[src/rtl/lsu_mem_ctrl.sv]
// MEM-stage load/store controller in front of a word-only DataMem; sub-word stores are read-modify-write.
// Optional feature: define MISALIGN_TRAP_EN to reject misaligned halfword/word accesses.
module lsu_mem_ctrl #(
    parameter int ADDR_W     = 32,
    parameter int WORD_IDX_W = 6
) (
    input  logic              clk,
    input  logic              rst_n,
    input  logic              req_valid,
    output logic              req_ready,
    input  logic              req_we,
    input  logic [2:0]        req_funct3,
    input  logic [ADDR_W-1:0] req_addr,
    input  logic [31:0]       req_wdata,
    output logic [ADDR_W-1:0] dm_read_addr,
    output logic [31:0]       dm_write_data_rs2,
    output logic              dm_write_en,
    input  logic [31:0]       dm_read_data,
    output logic              ld_valid,
    output logic [31:0]       ld_data,
    output logic              misalign
);

    typedef enum logic {IDLE, WRITE} state_t;

    state_t                state, state_next;
    logic [WORD_IDX_W-1:0] idx, idx_q;
    logic [31:0]           merge_q, merge_next;
    logic [31:0]           ld_ext;
    logic [7:0]            byte_lane;
    logic [15:0]           half_lane;
    logic                  accept, legal, is_byte, is_half, is_word, mis;
    logic                  ld_accept, do_sub;
    logic                  unused_addr;

    // Index bits above the DataMem depth are deliberately ignored (address wraps).
    assign idx         = req_addr[WORD_IDX_W+1:2];
    assign unused_addr = ^req_addr[ADDR_W-1:WORD_IDX_W+2];
    assign accept      = req_valid && (state == IDLE);

    always_comb begin
        legal   = (req_funct3 == 3'b000) || (req_funct3 == 3'b001) || (req_funct3 == 3'b010) ||
                  (req_funct3 == 3'b100) || (req_funct3 == 3'b101);
        is_byte = legal && (req_funct3[1:0] == 2'b00);
        is_half = legal && (req_funct3[1:0] == 2'b01);
        is_word = legal && (req_funct3[1:0] == 2'b10);
`ifdef MISALIGN_TRAP_EN
        mis     = (is_half && req_addr[0]) || (is_word && (req_addr[1:0] != 2'b00));
`else
        mis     = 1'b0;
`endif
    end

    assign ld_accept = accept && !req_we && !mis;

    always_comb begin
        byte_lane = dm_read_data[{req_addr[1:0], 3'b000} +: 8];
        half_lane = dm_read_data[{req_addr[1], 4'b0000} +: 16];
        ld_ext    = 32'h0;
        case (req_funct3)
            3'b000:  ld_ext = {{24{byte_lane[7]}}, byte_lane};
            3'b100:  ld_ext = {24'h0, byte_lane};
            3'b001:  ld_ext = {{16{half_lane[15]}}, half_lane};
            3'b101:  ld_ext = {16'h0, half_lane};
            3'b010:  ld_ext = dm_read_data;
            default: ld_ext = 32'h0;
        endcase
    end

    always_comb begin
        merge_next = dm_read_data;
        if (is_byte)
            merge_next[{req_addr[1:0], 3'b000} +: 8] = req_wdata[7:0];
        else
            merge_next[{req_addr[1], 4'b0000} +: 16] = req_wdata[15:0];
    end

    // The write strobe is gated by rst_n so a pending merge is dropped when reset lands in WRITE.
    always_comb begin
        state_next        = state;
        req_ready         = 1'b0;
        dm_read_addr      = {{(ADDR_W-WORD_IDX_W){1'b0}}, idx};
        dm_write_data_rs2 = req_wdata;
        dm_write_en       = 1'b0;
        do_sub            = 1'b0;
        case (state)
            IDLE: begin
                req_ready = 1'b1;
                if (req_valid && req_we && legal && !mis) begin
                    if (is_word) begin
                        dm_write_en = rst_n;
                    end else begin
                        do_sub     = 1'b1;
                        state_next = WRITE;
                    end
                end
            end
            WRITE: begin
                dm_read_addr      = {{(ADDR_W-WORD_IDX_W){1'b0}}, idx_q};
                dm_write_data_rs2 = merge_q;
                dm_write_en       = rst_n;
                state_next        = IDLE;
            end
            default: state_next = IDLE;
        endcase
    end

    always_ff @(posedge clk) begin
        if (!rst_n) begin
            state    <= IDLE;
            merge_q  <= 32'h0;
            idx_q    <= '0;
            ld_valid <= 1'b0;
            ld_data  <= 32'h0;
            misalign <= 1'b0;
        end else begin
            state    <= state_next;
            ld_valid <= ld_accept;
            misalign <= accept && mis;
            if (do_sub) begin
                merge_q <= merge_next;
                idx_q   <= idx;
            end
            if (ld_accept)
                ld_data <= ld_ext;
        end
    end

endmodule

[config.mk]
export PLATFORM = sky130hd
export DESIGN_NAME = lsu_mem_ctrl
export DESIGN_NICKNAME = d
export VERILOG_FILES = /design/src/rtl/lsu_mem_ctrl.sv
export SDC_FILE = /design/constraint.sdc
export NUM_CORES = 1
export LEC_CHECK = 0
export CORE_MARGIN = 2
export CORE_UTILIZATION = 30
export DETAILED_ROUTE_END_ITERATION = 10
export GPL_TIMING_DRIVEN = 0
export PLACE_DENSITY = 0.7
export SLEW_MARGIN = 20
export SYNTH_ARGS = -nofsm -noshare
export SYNTH_HDL_FRONTEND = slang
export SYNTH_SLANG_ARGS = --single-unit
export TNS_END_PERCENT = 20
[constraint.sdc]
create_clock -name clk -period 2.8 [get_ports clk]
set_input_delay 0.56 -clock clk [delete_from_list [all_inputs] [get_ports clk]]
set_output_delay 0.56 -clock clk [all_outputs]
set_load 0.005 [all_outputs]
### After elaboration in Yosys (flattened, before gate mapping)

Index checks and enable logic that the tools add are counted.

| operators by class | value |
|---|---|
| add/sub/neg operators | 2 |
| multiply operators | 0 |
| divide/modulo/power cells | 0 |
| magnitude comparators | 0 |
| equality and inequality tests | 5 |
| shifts and indexed selects | 6 |
| mux-type cells | 14 |
| bitwise gates (word level) | 1 |
| reductions and logical operators | 13 |

Operator list:

| kind | number |
|---|---|
| case mux 32 bit (5 select lines) | 1 |
| bitwise mux 32 bit | 2 |
| 2-to-1 mux 32 bit | 2 |
| variable shift 16 x 7 -> 32 bit, first input constant | 1 |
| variable shift 8 x 7 -> 32 bit, first input constant | 1 |
| indexed part select 16 x 7 -> 32 bit | 1 |
| indexed part select 32 x 6 -> 16 bit | 1 |
| indexed part select 32 x 6 -> 8 bit | 1 |
| indexed part select 8 x 7 -> 32 bit | 1 |
| negator 5 -> 7 bit | 2 |
| == test 3 bit, second input constant | 2 |
| logical AND 1 bit | 6 |
| 2-to-1 mux 1 bit | 6 |
| 2-to-1 mux 6 bit | 1 |
| logical OR 1 bit | 4 |
| case mux 1 bit (2 select lines) | 2 |
| == test 3 x 1 -> 1 bit, second input constant | 1 |
| == test 3 x 2 -> 1 bit, second input constant | 1 |
| zero test 3 bit | 1 |
| == test 2 bit, second input constant | 1 |
| zero test 2 bit | 1 |
| zero test 1 bit | 1 |
| inverter 1 bit | 1 |

| word-level totals | value |
|---|---|
| bits in registers | 72 |
| latch bits | 0 |
| RAM bits | 0 |
| bits in read-only memories | 0 |
| bits of input ports | 103 |
| output and inout port bits | 100 |
| word-level logic and storage cells | 46 |
| memories | 0 |

### Depth between registers and ports, before layout

Gate-level depths: netlist (run 1).

| depth | value |
|---|---|
| word-level depth | 9 |
| gate-level depth with buffers | 9 |
| gate-level depth less buffers | 6 |

### Worst setup path before layout (run 1)

No wires, ideal clock.

| path | value |
|---|---|
| kind | in2reg |
| start | in req_addr[1] |
| end | reg merge_q[14] |
| library setup time | 0.070 ns |
| arrival | 2.103 ns |
| required time | 2.730 ns |
| setup slack | 0.627 ns |
| stages | 9 |
| path buffers | 3 |
| cells stage by stage | buf_2 -> buf_6 -> inv_1 -> ha_1 -> and4b_1 -> clkbuf_1 -> a221oi_1 -> a211o_1 -> a21boi_1 |

| on the way | value |
|---|---|
| longest elaborated chain between the ends | 4 |
| elaborated cells on any way between the ends | 9 |
| classes of those cells | add/sub: 2; shift: 4; mux: 3 |

RTL lines:

| element | RTL line | text |
|---|---|---|
| start: declaration | 13 | `input logic [ADDR_W-1:0] req_addr,` |
| negator 5 -> 7 bit, on equally long branches | 75, 73 |  |
| indexed part select 16 x 7 -> 32 bit, or another cell as far along | 75 | `merge_next[{req_addr[1], 4'b0000} +: 16] = req_wdata[15:0];` |
| bitwise mux 32 bit, on equally long branches | 75, 73 |  |
| 2-to-1 mux 32 bit (*) | 72 | `if (is_byte)` |
| end signal: assignment | 121 | `merge_q <= merge_next;` |
| end: declaration | 28 | `logic [31:0] merge_q, merge_next;` |

Mark *: on every way between the ends. The rest lies on a longest branch, timed or not.
A chain may end at the register's enable or synchronous reset.

### Worst setup path after layout (run 1)

| path | value |
|---|---|
| start | reg state |
| end | out dm_write_data_rs2[13] |

| on the way | value |
|---|---|
| longest elaborated chain between the ends | 1 |

RTL lines:

| element | RTL line | text |
|---|---|---|
| start: declaration | 26 | `state_t state, state_next;` |
| start signal: assignment | 117 | `state <= state_next;` |
| 2-to-1 mux 32 bit | 86 | `case (state)` |
| end: declaration | 16 | `output logic [31:0] dm_write_data_rs2,` |

Every way passes these cells.

==> flow_summary.toml, run 1 <==
[critical_path]
end_kind = "primary output"
critPathTopFamily = "buffers and inverters"
crit_buf_inv = 2
startpoint_type = "flop"
crit_chain = "clkbuf_1 -> mux2_2 -> clkdlybuf4s50_1"
r2r_end = "merge_q[19]"
ff2ff_setup_slack_ns = 1.07
ff2ff_path_depth = 5
required_ns = 2.24
arrival_ns = 2.21
cpPeakStageDelay_ns = 0.55
worst_r2r_startpoint = "state"
crit_type = "flop to primary output"
crit_cells = 3
critPathMaxFanout = 10
critPathCapture = "dm_write_data_rs2[13]"
crit_slowest_cell = "clkbuf_1"
cp-startpoint = "state"

[clock_network]
holdBufCountCts = 0
htree_levels = 3
clock-sinks = 72
cts_buffers = 9
path_clk_slew_ns = 0.06
cts-root-buf = "clkbuf_16"
insertion_delay_ns = 0.33
cts_tree = "built"
cts_buffer_depth = 2

[sta]
tightest_slew_ns = 0.662
clock_skew_ns = 0.00668
grt_setup_unrepaired = "yes"
finalCriticalPeriod_ns = 2.77
maxSlewViolCount = 0
whs_ns = 0.447
slew-limit-headroom_pct = 55.9
finalCritPeriodShare_pct = 98.8
clock.fmax_mhz = 361
hold_viol = 0
setup_violations = 0

[grt]
grt_pass1_wl_um = 24500
grtUsageTotal_pct = 19.9
grt_pass1_vias = 4360
grt_antenna_before_repair = 0
grt_max_degree = 13
gr-total-overflow = 0

[yosys]
seq_area_frac_synth_pct = 33.0
synth_edf_count = 0
synth_flop_cell = "dfxtp_1"
ys_ff_latch = 72
synth_warnings = 0
ys_types = 51
syn-cell-area_um2 = 4370
postSynthCellCount = 484
synth.avg_cell_area_um2 = 9.04
synthArstFlopShare_pct = 0

[placed_design]
dp_hpwl_um = 12700
placedInstanceArea_um2 = 6210
gp_congestion = 0.887
port_buffers = 151

[drt]
avgRoutedWirePerCell_um = 18.3
drtAntennaViolNets = 0
drt_iter0_markers = 305
vias = 4429
vias_per_cell = 5.14
routed_wl_um = 15800
drc = 0
first_pass_iters = 6

[layout]
drive_gt1_share_pct = 14.5
area_growth_pct = 49.8
fin_area_um2 = 6550
multi_input_area_um2 = 2620
regArea_um2 = 1440
nets = 780
fillerInstances = 1413
n_antenna_cell = 0

[die]
die_w_um = 125
io_pins = 203
coreArea_um2 = 14400
dieArea_um2 = 15600
initial_utilization_pct = 30.4
die_h_um = 125
placementRows = 44

[pwr]
power_leakage_nw = 2.58
cellPowerDensity_nw_per_um2 = 443
ir_drop_v = 0.000268

[flow_run]
maxCapViolCount = 0

[status]
outcome = "finished, final reports clean"

[hold_path]
hp-class = "flop to flop"
==> cell usage in the layout, fill, tap and decap left out, drive strengths merged, types with 2 or more instances in the layout <==
master         Yosys  routed
nand2             55      55
clkbuf            16      29
nor2              29      29
o21ai             41      41
or2                3       3
ha                 5       5
a21boi            23      23
a211o             22      22
nor2b              5       5
dfxtp             72      72
a21oi              3       3
mux2i             19      19
inv                7       8
conb               1      27
a22oi              6       6
a41o               2       2
a211oi            17      17
clkdlybuf4s50      0     148
a222oi             7       7
a221oi            32      32
mux2              46      46
buf               50      49
==> Yosys cell counts, drive strengths merged (2+ instances only) <==
master | n | share of area [%]
a211o | 22 | 4.4
nor2b | 5 | 0.72
clkbuf | 16 | 1.4
a21boi | 23 | 3.9
a22oi | 6 | 1.0
dfxtp | 72 | 33
a21oi | 3 | 0.34
nor2 | 29 | 2.7
a221oi | 32 | 6.4
ha | 5 | 1.4
a211oi | 17 | 2.9
mux2i | 19 | 4.3
or2 | 3 | 0.43
buf | 50 | 7.6
a222oi | 7 | 1.6
mux2 | 46 | 12
inv | 7 | 0.60
nand2 | 55 | 4.7
o21ai | 41 | 4.7
a41o | 2 | 0.46
==> repair_timing <==
item,4_1_cts,5_1_grt
pin swaps,1,1
endpoints found under the setup margin,21,40
buffers inserted,1,0
gates resized for setup,6,8
==> sequential cells by signal, summed over array words and instances (netlist names) <==
signal / flops
ld_valid: 1
state: 1
merge_q: 32
ld_data: 32
idx_q: 6
==> power by group <==
group | switching, mW | leakage (nW) | internal [mW]
logic | 0.296 | 1.85 | 0.337
clock network | 0.445 | 0.149 | 0.740
registers | 0.0200 | 0.585 | 1.06
==> cells by family (layout without fill, tap and decap cells) <==
kind of cell,count (synthesis),after routing,share of synthesized area (%)
buf+inv,73,240,9.61
other cells,1,27,0.0857
flops,72,72,33.0
mux,65,65,16.2
simple gates,105,105,11.4
compound gates,163,163,28.3
fa+ha+maj,5,5,1.43
==> how the worst min path moves through the flow <==
| stage | from | end | slack [ns] | depth (start not counted) |
|---|---|---|---|---|
| after detailed placement | ld_data[27] | ld_data[27] | 0.44 | 2 |
| after global routing | merge_q[26] | merge_q[26] | 0.47 | 2 |
| final | ld_data[28] | ld_data[28] | 0.45 | 2 |
| after CTS | ld_data[27] | ld_data[27] | 0.45 | 2 |
| after floorplan | idx_q[5] | idx_q[5] | 0.43 | 2 |
| after global placement | ld_data[25] | ld_data[25] | 0.44 | 2 |
==> per-stage QoR <==
step	cells	setup TNS, ns	utilization [%]	worst slack [ns]	total power [mW]
2_1_floorplan	510	0	-	0.627	1.40
3_3_place_gp	845	-4.56	43.2	-0.425	1.72
3_5_place_dp	845	-4.86	43.2	-0.402	1.73
4_1_cts	862	0	45.5	0.000265	2.90
5_1_grt	861	-0.514	45.6	-0.0450	3.01
6_report	861	0	45.6	0.0330	2.90
==> final cells by class <==
type / count / area share, %
multi-input cells: 365 / 39.9
clock inverters: 4 / 0.783
inverters: 7 / 0.401
flip-flops and latches: 72 / 22.0
repair buffers: 152 / 23.2
well taps: 184 / 3.51
plain buffers: 65 / 6.25
clock buffers: 12 / 3.92
==> metal layers <==
| layer | GRT usage, % | up-vias | share of wire (%) |
|---|---|---|---|
| met3 | 5.97 | 15 | 7.4 |
| met5 | 0 | - | 0 |
| met4 | 4.43 | 0 | 1.0 |
| met1 | 26.2 | 2105 | 45 |
| li1 | - | 2139 | - |
| met2 | 32.0 | 170 | 46 |
==> tightest hold or removal path, delay by kind of cell, from the launching register on <==
family	cells	cell delay, ns
flip-flops	1	0.30
AND/OR/NAND/NOR	1	0.05
AO/OA/AOI/OAI	1	0.05
No activity file was read; power rests on OpenSTA's default activity.
==> run 2: changes to the inputs <==
--- a/config.mk
+++ b/config.mk
@@ -5,11 +5,13 @@
 export SDC_FILE = /design/constraint.sdc
 export NUM_CORES = 1
 export LEC_CHECK = 0
+export CELL_PAD_IN_SITES_DETAIL_PLACEMENT = 2
+export CELL_PAD_IN_SITES_GLOBAL_PLACEMENT = 2
 export CORE_MARGIN = 2
-export CORE_UTILIZATION = 30
+export CORE_UTILIZATION = 23
 export DETAILED_ROUTE_END_ITERATION = 10
 export GPL_TIMING_DRIVEN = 0
-export PLACE_DENSITY = 0.7
+export PLACE_DENSITY = 0.89
 export SLEW_MARGIN = 20
 export SYNTH_ARGS = -nofsm -noshare
 export SYNTH_HDL_FRONTEND = slang
==> flow_summary.toml, run 2 (synthesis gave the netlist of run 1 again) <==
[status]
outcome = "finished, final reports clean"

[pwr]
power_leakage_nw = 2.57
cellPowerDensity_nw_per_um2 = 441
ir_drop_v = 0.000183
finalPower_mw = 2.91

[grt]
grt_pass1_vias = 4889
grt_antenna_before_repair = 2
grt_pass1_wl_um = 29000
grtUsageTotal_pct = 18.8
grt_max_degree = 13
gr-total-overflow = 0

[layout]
nets = 780
final_common_cell = "clkdlybuf4s50_1"
final_cell_mix = "clkdlybuf4s50_1, dfxtp_1, nand2_1, o21ai_1, a221oi_1"
drive_gt1_share_pct = 15.1
fin_area_um2 = 6610
final_cells = 912
area_growth_pct = 51.2
fillerInstances = 2061
top_regs = "ld_data: 32 flops, merge_q: 32 flops, idx_q: 6 flops"
postLayoutCoreUtil_pct = 35.4

[clock_network]
insertion_delay_ns = 0.34
cts_buffer_depth = 2
clock-sinks = 72
htree_levels = 3
cts-root-buf = "clkbuf_16"
path_clk_slew_ns = 0.06
cts_tree = "built"
holdBufCountCts = 0
cts_buffers = 9

[drt]
drt_iter0_markers = 292
vias_per_cell = 5.09
routed_wl_um = 19100
drc = 0
drtAntennaViolNets = 0
vias = 4641
first_pass_iters = 6
avgRoutedWirePerCell_um = 20.9

[placed_design]
dp_hpwl_um = 15000
dpl.cell_count = 895
gp_congestion = 0.878
placedInstanceArea_um2 = 6280
port_buffers = 151

[die]
die_h_um = 142
coreArea_um2 = 18700
io_pins = 203
die_w_um = 142
placementRows = 50
initial_utilization_pct = 23.4
dieArea_um2 = 20100

[critical_path]
end_kind = "primary output"
ff2ff_path_depth = 5
worst_r2r_startpoint = "state"
cpPeakStageDelay_ns = 0.54
critPathTopFamily = "buffers and inverters"
crit_slowest_cell = "clkdlybuf4s50_1"
ff2ff_setup_slack_ns = 0.99
crit_buf_inv = 3
startpoint_type = "primary input"
crit_type = "primary input to primary output"
crit_cells = 6
arrival_ns = 2.21
cp-startpoint = "req_funct3[0]"
crit_chain = "dlygate4sd2_1 -> buf_6 -> nor3b_4 -> nand3_1 -> a21boi_1 -> clkdlybuf4s50_1"
required_ns = 2.24
critPathCapture = "dm_write_en"
r2r_end = "merge_q[19]"
critPathMaxFanout = 10

[hold_path]
hold_path_depth = 2
hp-class = "flop to flop"

[sta]
setup_violations = 0
maxSlewViolCount = 0
finalCriticalPeriod_ns = 2.77
grt_setup_unrepaired = "yes"
slew-limit-headroom_pct = 57.0
finalCritPeriodShare_pct = 99.0
hold_viol = 0
clock_skew_ns = 0.00757
tightest_slew_ns = 0.645
clock.fmax_mhz = 361

[flow_run]
maxCapViolCount = 0
-- run 2: how the worst min path moves through the flow --
stage | startpoint | endpoint | slack [ns]
floorplan | idx_q[5] | idx_q[5] | 0.43
global placement | ld_data[4] | ld_data[4] | 0.44
detailed placement | ld_data[30] | ld_data[30] | 0.45
CTS | ld_data[30] | ld_data[30] | 0.45
global route | idx_q[1] | idx_q[1] | 0.47
finish | ld_data[30] | ld_data[30] | 0.45
-- run 2: final cells by class --
type / count / area [µm²] / area share [%]
flip-flops and latches: 72 / 1440 / 21.8
well taps: 234 / 293 / 4.43
plain buffers: 65 / 410 / 6.21
clock inverters: 5 / 56.3 / 0.851
inverters: 7 / 26.3 / 0.397
clock buffers: 10 / 239 / 3.61
repair buffers: 152 / 1510 / 22.9
diodes: 2 / 5.00 / 0.0757
multi-input cells: 365 / 2630 / 39.8
-- run 2: worst min-delay path, delay by kind of cell (launching register included) --
kind / cells / cell delay [ns]
DFF: 1 / 0.31
and+or+nand+nor: 1 / 0.05
AOI/OAI and AO/OA: 1 / 0.05
-- run 2: report_power, final --
group          leakage [nW]  internal [mW]  switching, mW
Sequential            0.585           1.06         0.0227
Clock                 0.145          0.709          0.466
Combinational          1.84          0.339          0.316
Total                  2.57           2.11          0.805
-- run 2: repair_timing --
item / in CTS / in global routing
pin swaps: 1 / 1
setup endpoints to repair: 34 / 29
buffers inserted: 1 / 0
gates resized for setup: 10 / 9
-- run 2: per-layer routing --
| layer | part of all wire [%] | up-vias | GRT usage, % |
|---|---|---|---|
| met5 | 0 | - | 0 |
| met4 | 1.8 | 0 | 6.68 |
| met3 | 6.2 | 22 | 3.68 |
| met2 | 49 | 189 | 31.4 |
| met1 | 43 | 2288 | 24.2 |
| li1 | - | 2142 | - |
-- run 2: stage by stage --
step / setup TNS, ns / hold WS (ns) / setup slack, ns
finish: 0 / 0.452 / 0.0277
global placement: -5.09 / 0.439 / -0.480
detailed placement: -6.97 / 0.446 / -0.452
global route: -0.0422 / 0.474 / -0.0147
floorplan: 0 / 0.432 / 0.627
CTS: -0.0221 / 0.454 / -0.0221
